### config.mk
export PLATFORM = sky130hd
export DESIGN_NAME = hazard_ctrl
export DESIGN_NICKNAME = d
export VERILOG_FILES = /design/src/rtl/hazard_ctrl.sv
export SDC_FILE = /design/constraint.sdc
export NUM_CORES = 1
export LEC_CHECK = 0
export BUFFER_PORTS_ARGS = -buffer_cell sky130_fd_sc_hd__buf_2
export CAP_MARGIN = 40
export CORE_ASPECT_RATIO = 0.8
export CORE_MARGIN = 1
export CORE_UTILIZATION = 55
export DETAILED_ROUTE_END_ITERATION = 10
export PLACE_DENSITY = 0.9
export SLEW_MARGIN = 30
export SYNTH_ARGS = -nofsm -noshare
export SYNTH_HDL_FRONTEND = slang
export SYNTH_SLANG_ARGS = --single-unit
### constraint.sdc
create_clock -name clk_i -period 3.46 [get_ports clk_i]
set_input_delay 0.173 -clock clk_i [delete_from_list [all_inputs] [get_ports clk_i]]
set_output_delay 0.173 -clock clk_i [all_outputs]
set_load 0.005 [all_outputs]
### src/rtl/hazard_ctrl.sv
// Hazard controller for the 5-stage pipeline: load-use stalls, taken-branch flushes,
// data-memory freezes with timeout abort/halt, and stall/flush performance counters.
module hazard_ctrl #(
    parameter int TIMEOUT = 16,
    parameter int CNT_W   = 16
) (
    input  logic             clk_i,
    input  logic             rst_i,
    input  logic [4:0]       IF_ID_rs,
    input  logic [4:0]       IF_ID_rt,
    input  logic             ID_uses_rt,
    input  logic [4:0]       ID_EX_rt,
    input  logic             ID_EX_memread,
    input  logic             EX_MEM_branch_taken,
    input  logic             dmem_req,
    input  logic             dmem_ready,
    input  logic             err_clr,
    input  logic             cnt_clr,
    output logic             PC_write,
    output logic             IF_ID_write,
    output logic             IF_ID_flush,
    output logic             ID_EX_flush,
    output logic             EX_MEM_flush,
    output logic             pipe_freeze,
    output logic             mem_err,
    output logic [CNT_W-1:0] stall_cnt,
    output logic [CNT_W-1:0] flush_cnt,
    output logic [1:0]       state_o
);

    localparam logic [1:0] ST_RUN      = 2'b00;
    localparam logic [1:0] ST_MEM_WAIT = 2'b01;
    localparam logic [1:0] ST_ABORT    = 2'b10;
    localparam logic [1:0] ST_HALT     = 2'b11;

    localparam int                WAIT_W     = (TIMEOUT > 2) ? $clog2(TIMEOUT) : 1;
    localparam logic [WAIT_W-1:0] WAIT_LAST  = WAIT_W'(TIMEOUT - 1);
    localparam logic [WAIT_W-1:0] WAIT_ONE   = WAIT_W'(1);
    localparam logic [WAIT_W-1:0] WAIT_ZERO  = WAIT_W'(0);
    localparam logic [CNT_W-1:0]  CNT_ONE    = CNT_W'(1);
    localparam logic [CNT_W-1:0]  CNT_ZERO   = CNT_W'(0);

    // A load in EX whose destination feeds a source of the instruction in ID; r0 never hazards.
    function automatic logic load_use(input logic       memread,
                                      input logic [4:0] ex_rt,
                                      input logic [4:0] id_rs,
                                      input logic [4:0] id_rt,
                                      input logic       uses_rt);
        load_use = memread & (ex_rt != 5'd0) &
                   ((ex_rt == id_rs) | (uses_rt & (ex_rt == id_rt)));
    endfunction

    logic [1:0]        state_q, state_d;
    logic [WAIT_W-1:0] wait_q, wait_d;
    logic              err_q, err_d;
    logic [CNT_W-1:0]  stall_q, stall_d;
    logic [CNT_W-1:0]  flush_q, flush_d;

    logic busy_s, lu_s;
    logic pc_we_s, ifid_we_s, ifid_fl_s, idex_fl_s, exmem_fl_s, freeze_s;
    logic br_applied_s, stall_inc_s;

    // Hazard qualifiers from the current pipeline contents.
    always_comb begin
        busy_s = dmem_req & ~dmem_ready;
        lu_s   = load_use(ID_EX_memread, ID_EX_rt, IF_ID_rs, IF_ID_rt, ID_uses_rt);
    end

    // Mealy control decode and next-state selection.
    always_comb begin
        pc_we_s      = 1'b1;
        ifid_we_s    = 1'b1;
        ifid_fl_s    = 1'b0;
        idex_fl_s    = 1'b0;
        exmem_fl_s   = 1'b0;
        freeze_s     = 1'b0;
        br_applied_s = 1'b0;
        state_d      = state_q;
        wait_d       = wait_q;
        err_d        = err_q;
        case (state_q)
            ST_RUN, ST_MEM_WAIT: begin
                if (busy_s) begin
                    freeze_s  = 1'b1;
                    pc_we_s   = 1'b0;
                    ifid_we_s = 1'b0;
                    if (state_q == ST_RUN) begin
                        state_d = ST_MEM_WAIT;
                        wait_d  = WAIT_ONE;
                    end else if (wait_q == WAIT_LAST) begin
                        state_d = ST_ABORT;
                        wait_d  = WAIT_ZERO;
                    end else begin
                        wait_d  = wait_q + WAIT_ONE;
                    end
                end else begin
                    // Release cycle behaves like RUN, so a branch held during the freeze lands here.
                    state_d = ST_RUN;
                    wait_d  = WAIT_ZERO;
                    if (EX_MEM_branch_taken) begin
                        ifid_fl_s    = 1'b1;
                        idex_fl_s    = 1'b1;
                        exmem_fl_s   = 1'b1;
                        br_applied_s = 1'b1;
                    end else if (lu_s) begin
                        pc_we_s   = 1'b0;
                        ifid_we_s = 1'b0;
                        idex_fl_s = 1'b1;
                    end else begin
                        pc_we_s   = 1'b1;
                    end
                end
            end
            ST_ABORT: begin
                pc_we_s    = 1'b0;
                ifid_we_s  = 1'b0;
                ifid_fl_s  = 1'b1;
                idex_fl_s  = 1'b1;
                exmem_fl_s = 1'b1;
                err_d      = 1'b1;
                state_d    = ST_HALT;
                wait_d     = WAIT_ZERO;
            end
            ST_HALT: begin
                pc_we_s   = 1'b0;
                ifid_we_s = 1'b0;
                freeze_s  = 1'b1;
                if (err_clr) begin
                    state_d = ST_RUN;
                    err_d   = 1'b0;
                end else begin
                    state_d = ST_HALT;
                end
            end
            default: begin
                pc_we_s   = 1'b0;
                ifid_we_s = 1'b0;
                state_d   = ST_RUN;
                wait_d    = WAIT_ZERO;
            end
        endcase
    end

    // Performance counter next values; a clear beats a same-cycle increment.
    always_comb begin
        stall_inc_s = ~pc_we_s & (state_q != ST_HALT);
        if (cnt_clr) begin
            stall_d = CNT_ZERO;
            flush_d = CNT_ZERO;
        end else begin
            stall_d = stall_inc_s  ? (stall_q + CNT_ONE) : stall_q;
            flush_d = br_applied_s ? (flush_q + CNT_ONE) : flush_q;
        end
    end

    // State, wait timer, sticky error and counters.
    always_ff @(posedge clk_i or negedge rst_i) begin
        if (!rst_i) begin
            state_q <= ST_RUN;
            wait_q  <= WAIT_ZERO;
            err_q   <= 1'b0;
            stall_q <= CNT_ZERO;
            flush_q <= CNT_ZERO;
        end else begin
            state_q <= state_d;
            wait_q  <= wait_d;
            err_q   <= err_d;
            stall_q <= stall_d;
            flush_q <= flush_d;
        end
    end

    // While reset is held the pipe is kept flushed and the PC parked.
    always_comb begin
        PC_write     = rst_i & pc_we_s;
        IF_ID_write  = rst_i & ifid_we_s;
        IF_ID_flush  = ~rst_i | ifid_fl_s;
        ID_EX_flush  = ~rst_i | idex_fl_s;
        EX_MEM_flush = ~rst_i | exmem_fl_s;
        pipe_freeze  = rst_i & freeze_s;
        mem_err      = err_q;
        stall_cnt    = stall_q;
        flush_cnt    = flush_q;
        state_o      = state_q;
    end

endmodule

# Word-level counts from Yosys, hierarchy flattened
# Index checks and enable logic that the tools add are counted.
[word_totals]
out_inout_bits = 41
inputBits = 24
regBits = 39
wordCells = 68
[op_classes]
n_eq_ne = 9
n_mux = 29
addsub = 3
reduce_logical = 9
bitwise_logic = 13
[op_table]
columns = ["operator", "n"]
rows = [
  ["16-bit 2-to-1 mux", 4],
  ["16-bit by 1-bit adder with 16-bit output (second input constant)", 2],
  ["4-bit 2-to-1 mux", 3],
  ["1-bit 2-to-1 mux", 11],
  ["5-bit == test", 2],
  ["1-bit case mux with 2 select lines", 5],
  ["2-bit 2-to-1 mux", 4],
  ["4-bit case mux with 2 select lines", 1],
  ["2-bit nonzero test", 4],
  ["1-bit AND", 7],
  ["2-bit case mux with 3 select lines", 1],
  ["5-bit nonzero test", 1],
  ["4-bit by 1-bit adder with 4-bit output (second input constant)", 1],
  ["2-bit == test (second input constant)", 2],
  ["4-bit == test (second input constant)", 1],
  ["2-bit inequality test (second input constant)", 2],
  ["4-bit inequality test (second input constant)", 1],
  ["2-bit OR reduction", 2],
  ["1-bit NOT", 3],
  ["1-bit bitwise OR", 3],
  ["2-bit by 1-bit == test with 1-bit output (second input constant)", 1],
  ["2-bit logical NOT", 1],
  ["2-bit AND reduction", 1],
]

# Longest topological paths before layout
# Gate-level depths: netlist of the first run.
[logic_depth]
ltp_word = 12
mapped_depth = 7
ltp_nobuf = 6

# Worst setup path before layout of the first run
# Ideal clock, no wire load.
[synth_timing]
path_type = "register -> register"
start = "register state_q[0], in the netlist state_o[0]"
end = "register stall_q[6], in the netlist stall_cnt[6]"
path_buffers = 1
slack_ns = 1.627
t_arrival_ns = 1.706
path_stages_with_launch = 7
cell_sequence = "dfrtp_1 > and2_1 > buf_2 > or3_1 > o22ai_2 > nand3_1 > mux2_1"
[synth_between]
elab_chain_len = 6
[synth_lines]
columns = ["element", "line_no", "source"]
rows = [
  ["from (decl)", "53", "logic [1:0] state_q, state_d;"],
  ["from (signal assigned)", "165", "state_q <= state_d;"],
  ["2-bit == test, or another cell as far along", "81", "case (state_q)"],
  ["2-bit OR reduction (on tied branches)", "--", ""],
  ["1-bit case mux with 2 select lines", "81", ""],
  ["1-bit NOT", "146", "stall_inc_s = ~pc_we_s & (state_q != ST_HALT);"],
  ["1-bit AND *", "146", ""],
  ["2-bit nonzero test (no line) *", "--", ""],
  ["to (signal assigned)", "168", "stall_q <= stall_d;"],
  ["to (decl)", "56", "logic [CNT_W-1:0] stall_q, stall_d;"],
]
# Mark *: on every way between the ends. The rest lies on a longest branch, timed or not.
# A chain may end at the register's enable or synchronous reset.

# Worst setup path in the final report of the first run
[layout_timing]
start = "register state_q[1], in the netlist state_o[1]"
end = "register stall_q[11], in the netlist stall_cnt[11]"
# The elaborated chain is that of the path after synthesis.

==> metrics.txt, run 1 <==
Routed WL 4833 um; # fillers 322; Root Buffer clkbuf_8; final hold violations 0; row count 20; Post-Synth Simple-Gate Area 25.93%; logic gate share of total power 10.4%; CP required 3680 ps; RSZ-0062 raised after global routing no; via count 2025; H-tree Lvls 2; max layer used met4; Post-CTS Setup Inserts 0; ANT nets after route 0; Initial Util 57.84%; vias in the first global route 1787; number of synthesized flops with an enable pin 0; remaining global-route overflow 0; Setup crit end kind register; Die Span Y 58.76 um; largest net degree at the start of global routing 37; Flop pwr share 53.9%; fin crit share 60.11%; layout cells sized above 1 27.06%; syn_nets 266; worst slew pin tran 622.0 ps; CTS max path bufs 2; initial detailed-routing violation count 131; DIE AREA 4286 um^2; Max IR drop VDD 208.9 uV; Port Buf Inserts 64; wire length on met2 2308 um; pwr/cell area 327.7 nW/um^2; DRC 0; ys flop type dfrtp_1; asr flop ratio synth 100.0%; clk_skew 12.65 ps; antenna cells 0; Ys Warns 0; sw frac 26.12%; clk_lat worst skew 300 ps; DR pass1 iterations 4; wire length per cell 13.50 um; CTS Sinks 39; Post-DP Area 2556 um^2; Rel. slew slack 58.53%; post-synthesis average cell area 9.266 um^2; fraction of synthesized cell area in xor and xnor cells 9.492%; fraction of synthesized area in multiplexers 1.412%; synth unique cells 49; gr usage total 24.16%; Tmin final 2080 ps; antenna violations before repair 0; CTS tree done; number of cells produced by synthesis 239; #FFs+latches synth 39; Mapped Area 2215 um^2; WL met3 273 um; Hold WC Path Type primary input to register; Boundary Pins 65; startpoint types register; Max Fclk 480.8 MHz; worst hold slack 79.22 ps; Core ar. 3829 um^2; largest family of logic cells by synthesized area simple AND/OR/NAND/NOR gates; Net Switching 226.9 uW; die width 72.95 um; TritonCTS Buffers 5; hpwl dp 3559 um; Final setup viols 0; first-pass GRT wire length 7886 um; P&R area growth vs syn 19.72%; number of max-cap violations 0; Leak Pwr 0.001217 uW; M1 WL 2194 um; Crit path arrival time 2300 ps; GPL Wtd Cong 0.8394; clk slew on worst S/H paths 80 ps; adder-cell share of the synthesized area 1.695%; Setup TNS Final 0 ps; Final Cell Area 2651 um^2; Critical Path Fanout Max 15; Compound-Gate Fraction of Synth Area 14.24%; DR vias/cell 5.656; NumNets Final 329; critical path start-end classification register to register; Pint 641.8 uW; status complete, no violations; Clk pwr share 35.6%; max-slew violations 0; Seq/Total Area, Yosys 44.07%
[power by group through the flow]
| stage | Clock [uW] | Combinational, uW | Sequential [uW] |
|---|---|---|---|
| 6_report | 310 | 90.6 | 469 |
| 5_1_grt | 324 | 101 | 469 |
| 4_1_cts | 308 | 92.0 | 468 |
| 3_5_place_dp | 0 | 90.9 | 477 |
| 3_3_place_gp | 0 | 87.8 | 477 |
| 2_1_floorplan | 0 | 48.8 | 476 |
[through the flow]
step	power, uW	cells	utilization (%)	setup slack, ps
after detailed placement	568.0	349	66.76	1405
after floorplan	525.0	239	-	1627
after global placement	564.8	349	66.76	1487
after global routing	894.0	358	69.25	1256
after CTS	868.7	358	69.25	1382
final	868.7	358	69.25	1380
[layer usage]
| metal | track usage, % | vias to the layer above |
|---|---|---|
| met5 | 0 | - |
| met4 | 8.123 | 0 |
| met3 | 4.452 | 7 |
| met2 | 40.32 | 79 |
| met1 | 32.00 | 960 |
| li1 | - | 979 |
[cell usage in the layout, fill, tap and decap left out, drive strengths merged, types with 5 or more instances in the layout]
cell    synthesis  routed
a21oi          17      17
o21ai          20      20
xnor2          17      17
dfrtp          39      39
buf             5      65
or3            12      12
nand2          21      21
nand3          11      11
nor2           24      24
xor2            7       7
nand4           8       8
and3            5       5
clkbuf          5       6
[final timing paths]
check	end	cells after the start	startpoint	slack [ps]
max	stall_cnt[11]	5	state_o[1]	1380
max reg2reg	stall_cnt[11]	5	state_o[1]	1380
max in group asynchronous	stall_cnt[1]	3	rst_i	2490
min in group asynchronous	flush_cnt[1]	2	rst_i	290
min reg2reg	mem_err	2	mem_err	520
min	state_o[1]	2	err_clr	80
[state kept, by name, summed over array words and instances (netlist names)]
name / cells
flush_cnt: 16
mem_err: 1
stall_cnt: 16
state_o: 2
wait_q: 4
[cell families after synthesis]
| kind of cell | after synthesis |
|---|---|
| AO/OA/AOI/OAI | 50 |
| XOR/XNOR | 24 |
| adder cells (fa/ha/maj) | 3 |
| buffers and inverters | 14 |
| flip-flops | 39 |
| multiplexers | 3 |
| AND/OR/NAND/NOR | 106 |
[cell usage after synthesis, drive strengths merged, types with 2 or more instances]
library cell	number	share of area, %
nor2	24	4.1
a31oi	3	1.1
nand4	8	2.5
nor4	2	0.56
nor3	2	0.45
ha	3	1.7
and3	5	1.4
and2	3	0.85
xor2	7	2.8
mux2i	2	0.90
clkbuf	5	0.85
buf	5	1.6
nor3b	2	0.68
o22ai	2	0.85
or4	3	1.2
nand3	11	2.5
or3	12	3.4
dfrtp	39	44
xnor2	17	6.7
nand2b	3	0.85
nor2b	4	1.1
inv	4	0.68
o21ai	20	5.0
a21oi	17	4.2
nand2	21	3.6
[area by class of cell]
| class | count | area (um^2) | share of cell area (%) |
|---|---|---|---|
| Clock buffer | 6 | 72.57 | 2.737 |
| Clock inverter | 2 | 12.51 | 0.4719 |
| Inverter | 4 | 15.01 | 0.5663 |
| Timing Repair Buffer | 66 | 337.8 | 12.74 |
| Tap cell | 55 | 68.82 | 2.596 |
| Sequential cell | 39 | 975.9 | 36.81 |
| Multi-Input combinational cell | 186 | 1169 | 44.08 |
[critical path, cell delays in order (launching register included)]
cell and delay, ps:
dfrtp_1 530, and2_1 330, nor4_1 340, a21oi_2 220
or4_1 430, a21oi_1 160
[repair_timing]
| item | 4_1_cts | 5_1_grt |
|---|---|---|
| hold buffers | 1 | 0 |
| hold endpoints to repair | 8 | 0 |
| gates resized for setup | 0 | 0 |
No activity file was read; power rests on OpenSTA's default activity.
==> run 2, diff against run 1 <==
ABC_AREA = 1   (was not set)
CORE_UTILIZATION = 53   (was 55)
PLACE_DENSITY = 0.86   (was 0.9)
clock period = 2.1 ns   (was 3.46 ns; I/O delays follow)
==> run 2 against run 1 <==
Cell area is 11% higher. Via count is 24% higher. Total power is 120% higher. Hold slack worse by 67 ps. Clock skew is 5.9 ps lower. Sequential power is 90% higher. Die area is 20% higher. Critical path depth is 2 higher. Sequential share of layout area is 3.8 points lower. Register-to-register slack worse by 950 ps.
==> metrics.txt, run 2 <==
largest net degree at the start of global routing 43 (was 37); Critical Path, Cell by Cell clkinv_2, nand2_4, nor2_8, inv_2, nand2_1, a31o_2, buf_2 (was and2_1, nor4_1, a21oi_2, or4_1, a21oi_1); Initial Util 55.55% (was 57.84%); initial detailed-routing violation count 182 (was 131); remaining global-route overflow 0 (unchanged); critical path start-end classification register to output port (was register to register); count leader, synth nand2_1 (was dfrtp_1); Port Buf Inserts 64 (unchanged); post-route total power 1936 uW (was 868.7 uW); ys flop type dfrtp_1 (unchanged); Area contributors post-synth dfrtp_1 38%, nand2_1 11%, inv_1 7.6% (was dfrtp_1 44%, xnor2_1 6.7%, nor2_1 4.1%); clk_lat worst skew 300 ps (about the same); Max Fclk 557.6 MHz; CTS tree done (unchanged); DR pass1 iterations 6 (was 4); NumNets Final 436 (was 329); fin crit share 85.40%; Core ar. 4624 um^2 (was 3829 um^2); max-slew violations 0 (unchanged); GPL Wtd Cong 0.8715 (was 0.8394); Root Buffer clkbuf_8 (unchanged); antenna violations before repair 0 (unchanged); Hold WC Path Type primary input to register (unchanged); post-synthesis average cell area 7.381 um^2 (was 9.266 um^2); gr usage total 25.05% (was 24.16%); DRC 0 (unchanged); asr flop ratio synth 100.0% (unchanged); via count 2516 (was 2025); CP required 2000 ps (was 3680 ps); slowest cell delay on critical path 520 ps (was 530 ps); DR vias/cell 5.353 (was 5.656); syn_nets 375 (was 266); pwr/cell area 655.2 nW/um^2 (was 327.7 nW/um^2); Rel. slew slack 67.58% (was 58.53%); H-tree Lvls 2 (unchanged); Post-CTS Setup Inserts 0 (unchanged); min-delay src err_clr (unchanged); row count 22 (was 20); die width 79.84 um (was 72.95 um); Die Span Y 64.27 um (was 58.76 um); vias in the first global route 2290 (was 1787); Setup crit end kind output port (was register); clk_skew 6.715 ps (was 12.65 ps); number of synthesized flops with an enable pin 0 (unchanged); wire length per cell 12.60 um (was 13.50 um); TritonCTS Buffers 5 (unchanged); Tmin final 1793 ps; P&R area growth vs syn 15.00% (was 19.72%); Leak Pwr 0.001650 uW (was 0.001217 uW); Final setup viols 0 (unchanged); CTS Sinks 39 (unchanged); #FFs+latches synth 39 (unchanged); final hold violations 0 (unchanged); status complete, no violations (unchanged); CP startpoint state_o[1] (unchanged); DIE AREA 5131 um^2 (was 4286 um^2); top post-synthesis cells by count 76 x nand2_1, 52 x inv_1, 39 x dfrtp_1, 33 x nand3_1, 32 x nor2_1 (was 39 x dfrtp_1, 24 x nor2_1, 21 x nand2_1, 17 x xnor2_1, 15 x a21oi_1); Inst Count DP 461 (was 349); synth unique cells 38 (was 49); share of the synthesized area in the top cell type 37.99% (was 44.07%); first-pass GRT wire length 10170 um (was 7886 um); most frequent cells in the layout 76 x nand2_1, 64 x buf_2, 52 x inv_1 (was 64 x buf_2, 39 x dfrtp_1, 24 x nor2_1); clk slew on worst S/H paths 80 ps (about the same); Seq/Total Area, Yosys 37.99% (was 44.07%); Critical Path Fanout Max 8 (was 15); Boundary Pins 65 (unchanged); Setup TNS Final 0 ps (unchanged); Ys Warns 0 (unchanged); Max IR drop VDD 464.0 uV (was 208.9 uV); Mapped Area 2569 um^2 (was 2215 um^2); Crit path arrival time 1690 ps (was 2300 ps); CTS max path bufs 2 (unchanged); layout cells sized above 1 23.17% (was 27.06%); Routed WL 5923 um (was 4833 um); Post-Layout Cell Count 470 (was 358); antenna cells 0 (unchanged); reg-to-reg startpoint stall_cnt[0] (was state_o[1]); hpwl dp 4315 um (was 3559 um); number of cells produced by synthesis 348 (was 239); number of max-cap violations 0 (unchanged); most common cell after layout, fill and taps aside nand2_1 (was buf_2); ANT nets after route 0 (unchanged); CP max stage cell dfrtp_1 (unchanged); worst slew pin tran 486.4 ps (was 622.0 ps); area leader, netlist dfrtp_1 (unchanged); startpoint types register (unchanged); RSZ-0062 raised after global routing no (unchanged)
-- run 2: critical path: cells and delay by family (launching register included) --
family	cells	cell delay [ps]
flops	1	520
buf+inv	3	380
simple gates	3	280
compound gates	1	220
-- run 2: metal layers --
metal	global-route usage (%)	part of all wire, %	vias to the layer above
met1	34.51	46	1184
met5	0	0	-
met2	39.53	46	83
met3	5.714	6.4	7
li1	-	-	1242
met4	6.696	0.98	0
-- run 2: stage by stage --
step | hold slack, ps | util [%] | area, um^2 | worst slack (ps)
global route | 25.42 | 63.88 | 2954 | 218.5
global placement | 230.1 | 61.74 | 2855 | 558.3
CTS | 6.965 | 63.88 | 2954 | 315.6
detailed placement | 231.7 | 61.74 | 2855 | 449.3
floorplan | -190.6 | - | 2569 | 635.6
finish | 12.69 | 63.88 | 2954 | 306.5
-- run 2: path summary, 6_finish.rpt --
kind / endpoint / slack [ps] / cells after the start
hold reg to reg: flush_cnt[5] / 550 / 1
setup reg to reg: stall_cnt[14] / 430 / 10
setup / recovery: ID_EX_flush / 310 / 7
hold / removal: mem_err / 10 / 2
max in group asynchronous: state_o[1] / 1330 / 3
min in group asynchronous: flush_cnt[15] / 430 / 3
-- run 2: cell type report --
class,instances,area (um^2)
timing repair buffer,66,337.8
tap,60,75.07
fill,411,1670
multi-input combinational,239,1255
sequential,39,975.9
inverter,58,221.5
clock buffer,5,68.82
clock inverter,3,20.02
-- run 2: where the power goes --
group,switching [uW],internal (uW)
combinational,347,177
sequential,86.2,804
clock,290,231
total,724,1210
-- run 2: kinds of logic after synthesis --
| logic type | Yosys count | synth area share (%) |
|---|---|---|
| and+or+nand+nor | 185 | 34.97 |
| buffers and inverters | 70 | 13.15 |
| AOI/OAI and AO/OA | 39 | 8.329 |
| DFF | 39 | 37.99 |
| xor gates and xnor gates | 12 | 4.092 |
| adders and majority gates | 3 | 1.461 |
-- run 2: what timing repair did --
action	4_1_cts	5_1_grt
resized for setup	0	0
endpoints found under the hold margin	39	0
hold buffers	1	0
